**config.mk**
```make
export PLATFORM = sky130hd
export DESIGN_NAME = instr_fetch_queue
export DESIGN_NICKNAME = d
export VERILOG_FILES = /design/src/rtl/instr_fetch_queue.sv
export SDC_FILE = /design/constraint.sdc
export NUM_CORES = 1
export LEC_CHECK = 0
export BUFFER_PORTS_ARGS = -buffer_cell sky130_fd_sc_hd__buf_2
export CAP_MARGIN = 15
export CORE_MARGIN = 2
export CORE_UTILIZATION = 60
export DETAILED_ROUTE_END_ITERATION = 10
export HOLD_SLACK_MARGIN = 0.03
export PLACE_DENSITY = 0.87
export SETUP_SLACK_MARGIN = 0.3
export SLEW_MARGIN = 20
export SYNTH_ARGS = -nofsm -noshare
export SYNTH_HDL_FRONTEND = slang
export SYNTH_SLANG_ARGS = --single-unit
export TNS_END_PERCENT = 100
```
**constraint.sdc**
```tcl
create_clock -name clk -period 20 [get_ports clk]
set_clock_uncertainty 0.05 [all_clocks]
set_input_delay 0 -clock clk [delete_from_list [all_inputs] [get_ports clk]]
set_output_delay 0 -clock clk [all_outputs]
set_load 0.05 [all_outputs]
```
**src/rtl/instr_fetch_queue.sv**
```systemverilog
// Instruction prefetch queue: buffers fetched {instr, addr} pairs in FIFO
// order between the fetch unit and decode, with a single-cycle flush that
// drops all wrong-path entries after a taken redirect.
module instr_fetch_queue #(
  parameter int DEPTH = 4,
  parameter int AW    = 30,
  localparam int CW   = $clog2(DEPTH) + 1
) (
  input  logic          clk,
  input  logic          reset,
  input  logic          in_valid,
  output logic          in_ready,
  input  logic [31:0]   in_instr,
  input  logic [AW-1:0] in_addr,
  output logic          out_valid,
  input  logic          out_ready,
  output logic [31:0]   out_instr,
  output logic [AW-1:0] out_addr,
  input  logic          flush,
  output logic [CW-1:0] count
);

  localparam int PW = $clog2(DEPTH);
  localparam logic [CW-1:0] DEPTH_C = CW'(DEPTH);

  logic [31:0]   instr_mem_r [DEPTH];
  logic [AW-1:0] addr_mem_r  [DEPTH];
  logic [PW-1:0] wr_ptr_r;
  logic [PW-1:0] rd_ptr_r;
  logic [CW-1:0] count_r;
  logic [CW-1:0] count_next_s;
  logic          full_s;
  logic          empty_s;
  logic          push_s;
  logic          pop_s;

  // Handshake qualifiers are derived from registered occupancy only, so
  // in_ready never depends combinationally on out_ready.
  assign full_s    = (count_r == DEPTH_C);
  assign empty_s   = (count_r == {CW{1'b0}});
  assign in_ready  = !full_s;
  assign out_valid = !empty_s;
  assign push_s    = in_valid && !full_s;
  assign pop_s     = out_ready && !empty_s;

  // Head entry is read straight from the register array; no bypass from in_*.
  assign out_instr = instr_mem_r[rd_ptr_r];
  assign out_addr  = addr_mem_r[rd_ptr_r];
  assign count     = count_r;

  // Next occupancy: a simultaneous push and pop leaves the count unchanged.
  always_comb begin
    count_next_s = count_r;
    case ({push_s, pop_s})
      2'b10:   count_next_s = count_r + CW'(1);
      2'b01:   count_next_s = count_r - CW'(1);
      default: count_next_s = count_r;
    endcase
  end

  // Pointer and occupancy state; flush overrides any push/pop in its cycle.
  always_ff @(posedge clk or posedge reset) begin
    if (reset) begin
      wr_ptr_r <= {PW{1'b0}};
      rd_ptr_r <= {PW{1'b0}};
      count_r  <= {CW{1'b0}};
    end else if (flush) begin
      wr_ptr_r <= {PW{1'b0}};
      rd_ptr_r <= {PW{1'b0}};
      count_r  <= {CW{1'b0}};
    end else begin
      // DEPTH is a power of two, so natural overflow gives the wrap.
      if (push_s) begin
        wr_ptr_r <= wr_ptr_r + PW'(1);
      end else begin
        wr_ptr_r <= wr_ptr_r;
      end
      if (pop_s) begin
        rd_ptr_r <= rd_ptr_r + PW'(1);
      end else begin
        rd_ptr_r <= rd_ptr_r;
      end
      count_r <= count_next_s;
    end
  end

  // Entry storage: cleared on reset, written on an accepted push unless flushed.
  always_ff @(posedge clk or posedge reset) begin
    if (reset) begin
      for (int i = 0; i < DEPTH; i++) begin
        instr_mem_r[i] <= 32'h0000_0000;
        addr_mem_r[i]  <= {AW{1'b0}};
      end
    end else if (push_s && !flush) begin
      instr_mem_r[wr_ptr_r] <= in_instr;
      addr_mem_r[wr_ptr_r]  <= in_addr;
    end else begin
      for (int i = 0; i < DEPTH; i++) begin
        instr_mem_r[i] <= instr_mem_r[i];
        addr_mem_r[i]  <= addr_mem_r[i];
      end
    end
  end

endmodule

```
==> results of run 1 <==
worst reg2reg max path: cells and delay by family (launching register included):
kind / cells / cell delay (ps)
buf+inv: 2 / 750
simple gates: 2 / 730
flops: 1 / 540
mux: 1 / 430
routing by layer:
| layer | vias to the layer above | track usage | routed length (µm) |
|---|---|---|---|
| li1 | 2867 | - | - |
| met1 | 3516 | 0.306 | 9600 |
| met2 | 164 | 0.444 | 12700 |
| met3 | 41 | 0.0434 | 1120 |
| met4 | 0 | 0.0679 | 533 |
| met5 | - | 0 | 0 |
per-stage QoR:
step | power, W | cells
after floorplan | 0.00125 | 663
after global placement | 0.00133 | 990
after detailed placement | 0.00137 | 990
after CTS | 0.00187 | 1106
after global routing | 0.00194 | 1106
final | 0.00186 | 1107
layout make-up:
type                            count  share of cell area
Antenna cell                        1            0.000184
Timing Repair Buffer              205               0.101
Tap cell                          234              0.0215
Clock inverter                     11             0.00634
Clock buffer                       38              0.0571
Multi-Input combinational cell    358               0.343
Inverter                            5             0.00193
Sequential cell                   255               0.469
path summary, 6_finish.rpt:
path / endpoint / cells after the start / from / slack, ps
max: out_instr[24] / 3 / rd_ptr_r[0] / 17050
min: instr_mem_r[116] / 3 / reset / 140
max reg2reg: instr_mem_r[69] / 5 / count[1] / 17390
min reg2reg: addr_mem_r[18] / 1 / addr_mem_r[18] / 450
max in group asynchronous: rd_ptr_r[0] / 5 / reset / 17490
min in group clk: instr_mem_r[107] / 3 / in_instr[11] / 240
flip-flops by register name (all words and copies together), names as in the netlist:
signal / cells
addr_mem_r: 120
count: 3
instr_mem_r: 128
rd_ptr_r: 2
wr_ptr_r: 2
cell usage in the layout (no fill, tap or decap), drive strengths merged:
cell type / instances
a2111oi: 1
a211oi: 1
a21oi: 2
a31oi: 2
buf: 138
bufinv: 1
clkbuf: 38
clkinv: 9
dfrtp: 255
diode: 1
dlygate4sd3: 67
fa: 1
ha: 4
inv: 6
mux2: 248
mux4: 62
nand2: 1
nand2b: 1
nand3: 8
nand3b: 1
nor2: 7
nor2b: 2
nor3b: 1
o21a: 1
o21ai: 4
o21bai: 1
o221ai: 1
o311ai: 1
o31ai: 1
o41ai: 1
or3: 1
or3b: 1
or4: 1
xnor2: 1
xor2: 2
logic make-up after synthesis:
| group | Yosys count |
|---|---|
| adder cells (fa/ha/maj) | 5 |
| XOR/XNOR | 3 |
| flip-flops | 255 |
| AND/OR/NAND/NOR | 24 |
| AO/OA/AOI/OAI | 16 |
| buffers and inverters | 50 |
| multiplexers | 310 |
report_power, final:
part | internal, W | switching, W | total [W]
registers | 0.000675 | 0.0000965 | 0.000771
logic | 0.000271 | 0.000336 | 0.000607
clock network | 0.000283 | 0.000196 | 0.000479
==> run metrics, run 1 <==
status complete, no violations; startpoint class of the critical path register; area of the mapped netlist 11500 µm²; Tcrit/Tclk final 0.148; H-tree levels 1; hpwl dp 14400 µm; DRT iter0 DRCs 405; via count of the first global-routing pass 7513; cell row count 50; synthesized flop and latch total 255; maximum clock rate 339 MHz; Yosys top cell by area dfrtp_1; Hold WS 143 ps; post-synthesis compound-gate area fraction 0.00940; setup repair bufs after CTS 0; Final setup violation count 0; largest family of logic cells by synthesized area multiplexers; global route overflow 0; antenna viol nets, final 0; count leader, synth dfrtp_1; clock-pin slew on the worst setup and hold paths 60 ps; Post-synth EDFFs 0; Final Wtd Congestion 0.755; Nets 924; die width 142 µm; Multi-input gate area 4670 µm²; sequential cell area 6390 µm²; CP endpoint kind output port; I/O pin cnt 134; drt total wl 24000 µm; antenna violations before repair 0; Synth Area in Adders 0.00612; Synth Flop Type dfrtp_1; Final Cell Area 13600 µm²; Mapped Cells 663; TritonCTS clock tree yes; Fillers 1158; drt first pass iters 4; DRC 0; Root Buffer clkbuf_16; max-cap violations 0; Post-Synth XOR/XNOR Area 0.00229; Resized cells post-CTS 0; sequential element share of the synthesized area 0.557; Synth top cells by count dfrtp_1 (255), mux2_2 (224), mux4_2 (62); drt wl/cell 21.6 µm; Post-CTS Hold Buffers 67; Num CTS Buffers 27; Place WS 17380 ps; setup ws final 17050 ps; multiplexer share of the synthesized area 0.374; simple-gate share of the synthesized area 0.0166; total core area 18700 µm²; Total Routing Usage GR 0.245; Top delay family on crit path buffers and inverters; RSZ-0062 raised after global routing no; CP Class register to output port; Yosys top cell area share 0.557; buffer and inverter count on the worst path 2; synth unique cells 38; pin count of the biggest net entering global routing 126; Area contributors post-synth dfrtp_1 (56%), mux2_2 (22%), mux4_2 (12%), mux2_4 (3.1%), buf_6 (2.6%); Syn Area/Cell 17.3 µm²; Clock Latency Late Sink 510 ps; crit path max-delay cell type dfrtp_4; vias per cell 5.95; Worst VDD drop 91.6 µV; TritonCTS Sinks 255; Slew Viols, Final 0; Power Dens Cells 136 nW/µm²; critical path required time 19950 ps; crit path cell chain buf_4, mux4_2, buf_2; detailed-route via count 6588; number of I/O port buffers 133; crit-path max FO 34; crit path DAT 2900 ps; Die Y 142 µm; first-pass GRT wire length 38900 µm; Die ar. 20200 µm²; share of cells above drive strength 1 0.577; post-synthesis net count 735; Starting Density 0.612; post-layout util 0.728; Post-DP Area 12100 µm²; crit-path max cell delay 840 ps; Worst-Margin Slew 1090 ps; Slew HR 0.271; hold crit path type input pin to asynchronous set/reset pin; Hold Fails Final Rpt 0; P&R area growth vs syn 18.9%; CTS max path bufs 3; setup TNS 0 ps; Post-synth ARST share 1.00; leakage 6.28 nW; fin crit period 2950 ps; Syn. warnings 0
Power figures use the tool's default switching activity.
==> inputs of run 2 (changes only) <==
--- a/config.mk
+++ b/config.mk
@@ -8,10 +8,10 @@
 export BUFFER_PORTS_ARGS = -buffer_cell sky130_fd_sc_hd__buf_2
 export CAP_MARGIN = 15
 export CORE_MARGIN = 2
-export CORE_UTILIZATION = 60
+export CORE_UTILIZATION = 58
 export DETAILED_ROUTE_END_ITERATION = 10
 export HOLD_SLACK_MARGIN = 0.03
-export PLACE_DENSITY = 0.87
+export PLACE_DENSITY = 0.84
 export SETUP_SLACK_MARGIN = 0.3
 export SLEW_MARGIN = 20
 export SYNTH_ARGS = -nofsm -noshare
==> constraint.sdc (replaced) <==
create_clock -name clk -period 2.83 [get_ports clk]
set_clock_uncertainty 0.05 [all_clocks]
set_input_delay 0 -clock clk [delete_from_list [all_inputs] [get_ports clk]]
set_output_delay 0 -clock clk [all_outputs]
set_load 0.05 [all_outputs]
==> run metrics, run 2 (synthesis results as in run 1) <==
status complete, no violations; H-tree levels 1; global route overflow 0; Combinational Power Share 0.335; drt first pass iters 4; leakage 6.33 nW; flip-flop count of the largest register after layout 128; detailed-route via count 6539; vias per cell 5.71; cell row count 51; TritonCTS clock tree yes; CP endpoint kind output port; startpoint class of the critical path register; Slew Viols, Final 0; Largest Register instr_mem_r; switching fraction of total power 0.337; hold crit path type input pin to asynchronous set/reset pin; total core area 19400 µm²; P&R area growth vs syn 20.7%; antenna viol nets, final 0; crit-path max FO 21; Die ar. 20900 µm²; commonest non-fill, non-tap cell in the layout dfrtp_1; crit path cell chain buf_4, mux4_2, buf_2; first-pass GRT wire length 38000 µm; DRC 0; fin crit period 2380 ps; Worst VDD drop 691 µV; pin count of the biggest net entering global routing 132; Root Buffer clkbuf_16; Nets 934; critical path required time 2780 ps; CTS max path bufs 3; Final Total Pwr 0.0130 W; crit path DAT 2330 ps; share of cells above drive strength 1 0.581; number of I/O port buffers 133; Hold WS 196 ps; Worst-Margin Slew 709 ps; Final setup violation count 0; crit path max-delay cell type dfrtp_4; setup repair bufs after CTS 0; Cell Int Power 0.00861 W; Slew HR 0.527; switching power 0.00438 W; RSZ-0062 raised after global routing no; Multi-input gate area 4680 µm²; Place WS 467 ps; setup ws final 445 ps; clock-pin slew on the worst setup and hold paths 60 ps; antenna violations before repair 2; Final Wtd Congestion 0.723; CP Class register to output port; Tcrit/Tclk final 0.843; Die Y 145 µm; Starting Density 0.590; Post-DP Area 12300 µm²; Flop pwr share 0.416; sequential cell area 6390 µm²; Fillers 1264; Power Dens Cells 940 nW/µm²; clock power share 0.249; die width 145 µm; via count of the first global-routing pass 7310; Num CTS Buffers 26; I/O pin cnt 134; crit-path max cell delay 720 ps; maximum clock rate 419 MHz; drt wl/cell 20.7 µm; TritonCTS Sinks 255; most frequent cells in the layout dfrtp_1 (253), mux2_2 (224), buf_2 (133), dlygate4sd3_1 (68), mux4_2 (62); Total Routing Usage GR 0.234; max-cap violations 0; hpwl dp 14600 µm; Final Cell Area 13800 µm²; Clock Latency Late Sink 510 ps; Hold Fails Final Rpt 0; drt total wl 23700 µm; setup TNS 0 ps; DRT iter0 DRCs 293
run 2: path summary, 6_finish.rpt:
| check | startpoint | to | slack, ps | depth (start not counted) |
|---|---|---|---|---|
| setup / recovery | rd_ptr_r[0] | out_addr[15] | 450 | 3 |
| max in group asynchronous | reset | rd_ptr_r[1] | 1930 | 4 |
| hold reg to reg | instr_mem_r[25] | instr_mem_r[25] | 450 | 1 |
| min in group clk | in_addr[21] | addr_mem_r[51] | 240 | 3 |
| setup reg to reg | count[1] | count[2] | 450 | 7 |
| hold / removal | reset | instr_mem_r[121] | 200 | 4 |
run 2: power by group through the flow:
| stage | Sequential (W) | Combinational, W | Clock, W |
|---|---|---|---|
| 2_1_floorplan | 0.00520 | 0.00361 | 0 |
| 3_3_place_gp | 0.00531 | 0.00415 | 0 |
| 3_5_place_dp | 0.00545 | 0.00430 | 0 |
| 4_1_cts | 0.00540 | 0.00439 | 0.00331 |
| 5_1_grt | 0.00553 | 0.00461 | 0.00345 |
| 6_report | 0.00540 | 0.00436 | 0.00323 |
run 2: critical path: cells and delay by family (launching register included):
family	cells	cell delay, ps
flops	1	720
mux	1	550
buf+inv	2	540
run 2: per-layer routing:
layer,GRT usage,vias up,share of wire
li1,-,2877,-
met1,0.308,3461,0.41
met2,0.412,156,0.52
met3,0.0404,43,0.047
met4,0.0552,2,0.021
met5,0,-,0.00055
run 2: timing repair:
item / 4_1_cts / 5_1_grt
setup endpoints to repair: 0 / 1
hold buffers: 68 / 0
hold endpoints to repair: 510 / 0
gates resized for setup: 0 / 1
run 2: area by class of cell:
cell class                      count  area share
Multi-Input combinational cell    358       0.338
Clock inverter                      8     0.00326
Antenna cell                        1    0.000181
Inverter                            5     0.00163
Sequential cell                   255       0.462
Clock buffer                       37      0.0559
Timing Repair Buffer              216       0.115
Tap cell                          265      0.0240
run 2: metrics by stage:
stage,util,cells
floorplan,-,663
global route,0.713,1145
detailed placement,0.635,1031
CTS,0.712,1144
finish,0.713,1145
global placement,0.635,1031
==> inputs of run 3 (changes only) <==
==> constraint.sdc (replaced) <==
create_clock -name clk -period 2.2 [get_ports clk]
set_clock_uncertainty 0.05 [all_clocks]
set_input_delay 0 -clock clk [delete_from_list [all_inputs] [get_ports clk]]
set_output_delay 0 -clock clk [all_outputs]
set_load 0.05 [all_outputs]
==> run metrics, run 3 (synthesis results as in run 1) <==
status complete, no violations; buffer and inverter count on the worst path 0; Final setup violation count 0; drt first pass iters 4; maximum clock rate 466 MHz; first-pass GRT wire length 42700 µm; commonest non-fill, non-tap cell in the layout dfrtp_1; Final Total Pwr 0.0185 W; Total Routing Usage GR 0.269; DRC 0; crit path cell chain o31ai_4, nor2_2, fa_1, nand2b_1, or4_1, a31oi_1; Largest Register instr_mem_r; antenna violations before repair 0; CTS max path bufs 3; leakage 7.30 nW; cell row count 51; Final Cell Area 15700 µm²; drt wl/cell 26.3 µm; Slew HR 0.600; Worst VDD drop 919 µV; crit path DAT 2530 ps; Hold Fails Final Rpt 0; Tcrit/Tclk final 0.976; Root Buffer clkbuf_16; via count of the first global-routing pass 7760; Die ar. 20900 µm²; flip-flop count of the largest register after layout 128; vias per cell 5.99; RSZ-0062 raised after global routing yes; crit-path max cell delay 430 ps; fin crit period 2150 ps; Num CTS Buffers 26; clock-pin slew on the worst setup and hold paths 60 ps; Starting Density 0.590; post-layout util 0.810; detailed-route via count 7270; Post-DP Area 12500 µm²; Worst-Margin Slew 599 ps; P&R area growth vs syn 37.3%; I/O pin cnt 134; hpwl dp 15300 µm; global route overflow 0; Clock Latency Late Sink 530 ps; DRT iter0 DRCs 369; crit-path max FO 2; drt total wl 32000 µm; antenna viol nets, final 0; number of I/O port buffers 133; critical path required time 2580 ps; TritonCTS Sinks 255; Top delay family on crit path simple AND/OR/NAND/NOR gates; pin count of the biggest net entering global routing 69; CP endpoint kind register; H-tree levels 1; max-cap violations 0; crit path max-delay cell type or4_1; Power Dens Cells 1180 nW/µm²; setup TNS 0 ps; # diodes 0; most frequent cells in the layout dfrtp_1 (253), mux2_2 (197), buf_2 (70), dlygate4sd3_1 (66), buf_6 (65); hold crit path type input pin to asynchronous set/reset pin; Slew Viols, Final 0; Nets 1007; share of cells above drive strength 1 0.617; die width 145 µm; Final Wtd Congestion 0.769; CP Class register to register; Die Y 145 µm; TritonCTS clock tree yes; startpoint class of the critical path register; total core area 19400 µm²
[run 3: per-stage QoR]
stage / hold slack (ps) / setup WS (ps) / cells
6_report: 63.4 / 53.6 / 1214
5_1_grt: 109 / -2.25 / 1214
4_1_cts: 61.2 / 94.0 / 1167
3_5_place_dp: 64.1 / 84.1 / 1040
3_3_place_gp: 50.0 / 237 / 1040
2_1_floorplan: 98.5 / -1210 / 663
[run 3: timing repair]
action / 4_1_cts / 5_1_grt
setup buffers: 11 / 23
pin swaps: 2 / 13
hold buffers: 67 / 0
gates cloned: 7 / 25
gates resized for setup: 149 / 57
endpoints found under the hold margin: 510 / 0
setup endpoints to repair: 122 / 295
[run 3: where the power goes]
part / switching [W] / internal [W]
sequential: 0.000859 / 0.00614
clock: 0.00179 / 0.00247
combinational: 0.00358 / 0.00368
[run 3: area by class of cell]
type,count,area (µm²)
Clock buffer,36,749
Inverter,5,25.0
Sequential cell,255,6390
Timing Repair Buffer,289,3360
Clock inverter,6,55.1
Fill cell,964,3680
Tap cell,265,332
Multi-Input combinational cell,358,4810
[run 3: metal layers]
metal  up-vias  part of all wire  track usage
met5         -                 0            0
met3        85             0.050       0.0421
met1      3885              0.38        0.334
met4         0             0.030       0.0853
li1       3026                 -            -
met2       274              0.54        0.486
[run 3: worst paths after layout]
kind / startpoint / end / slack [ps] / depth (start not counted)
hold / removal: reset / addr_mem_r[93] / 60 / 3
max in group asynchronous: reset / instr_mem_r[20] / 1270 / 4
setup / recovery: count[2] / count[2] / 50 / 6
min in group clk: in_addr[20] / addr_mem_r[80] / 220 / 3
setup reg to reg: count[2] / count[2] / 50 / 6
hold reg to reg: instr_mem_r[59] / instr_mem_r[59] / 450 / 1
[run 3: tightest hold or removal path: cells and delay by family]
kind | cells | cell delay, ps
buffers and inverters | 3 | 1080
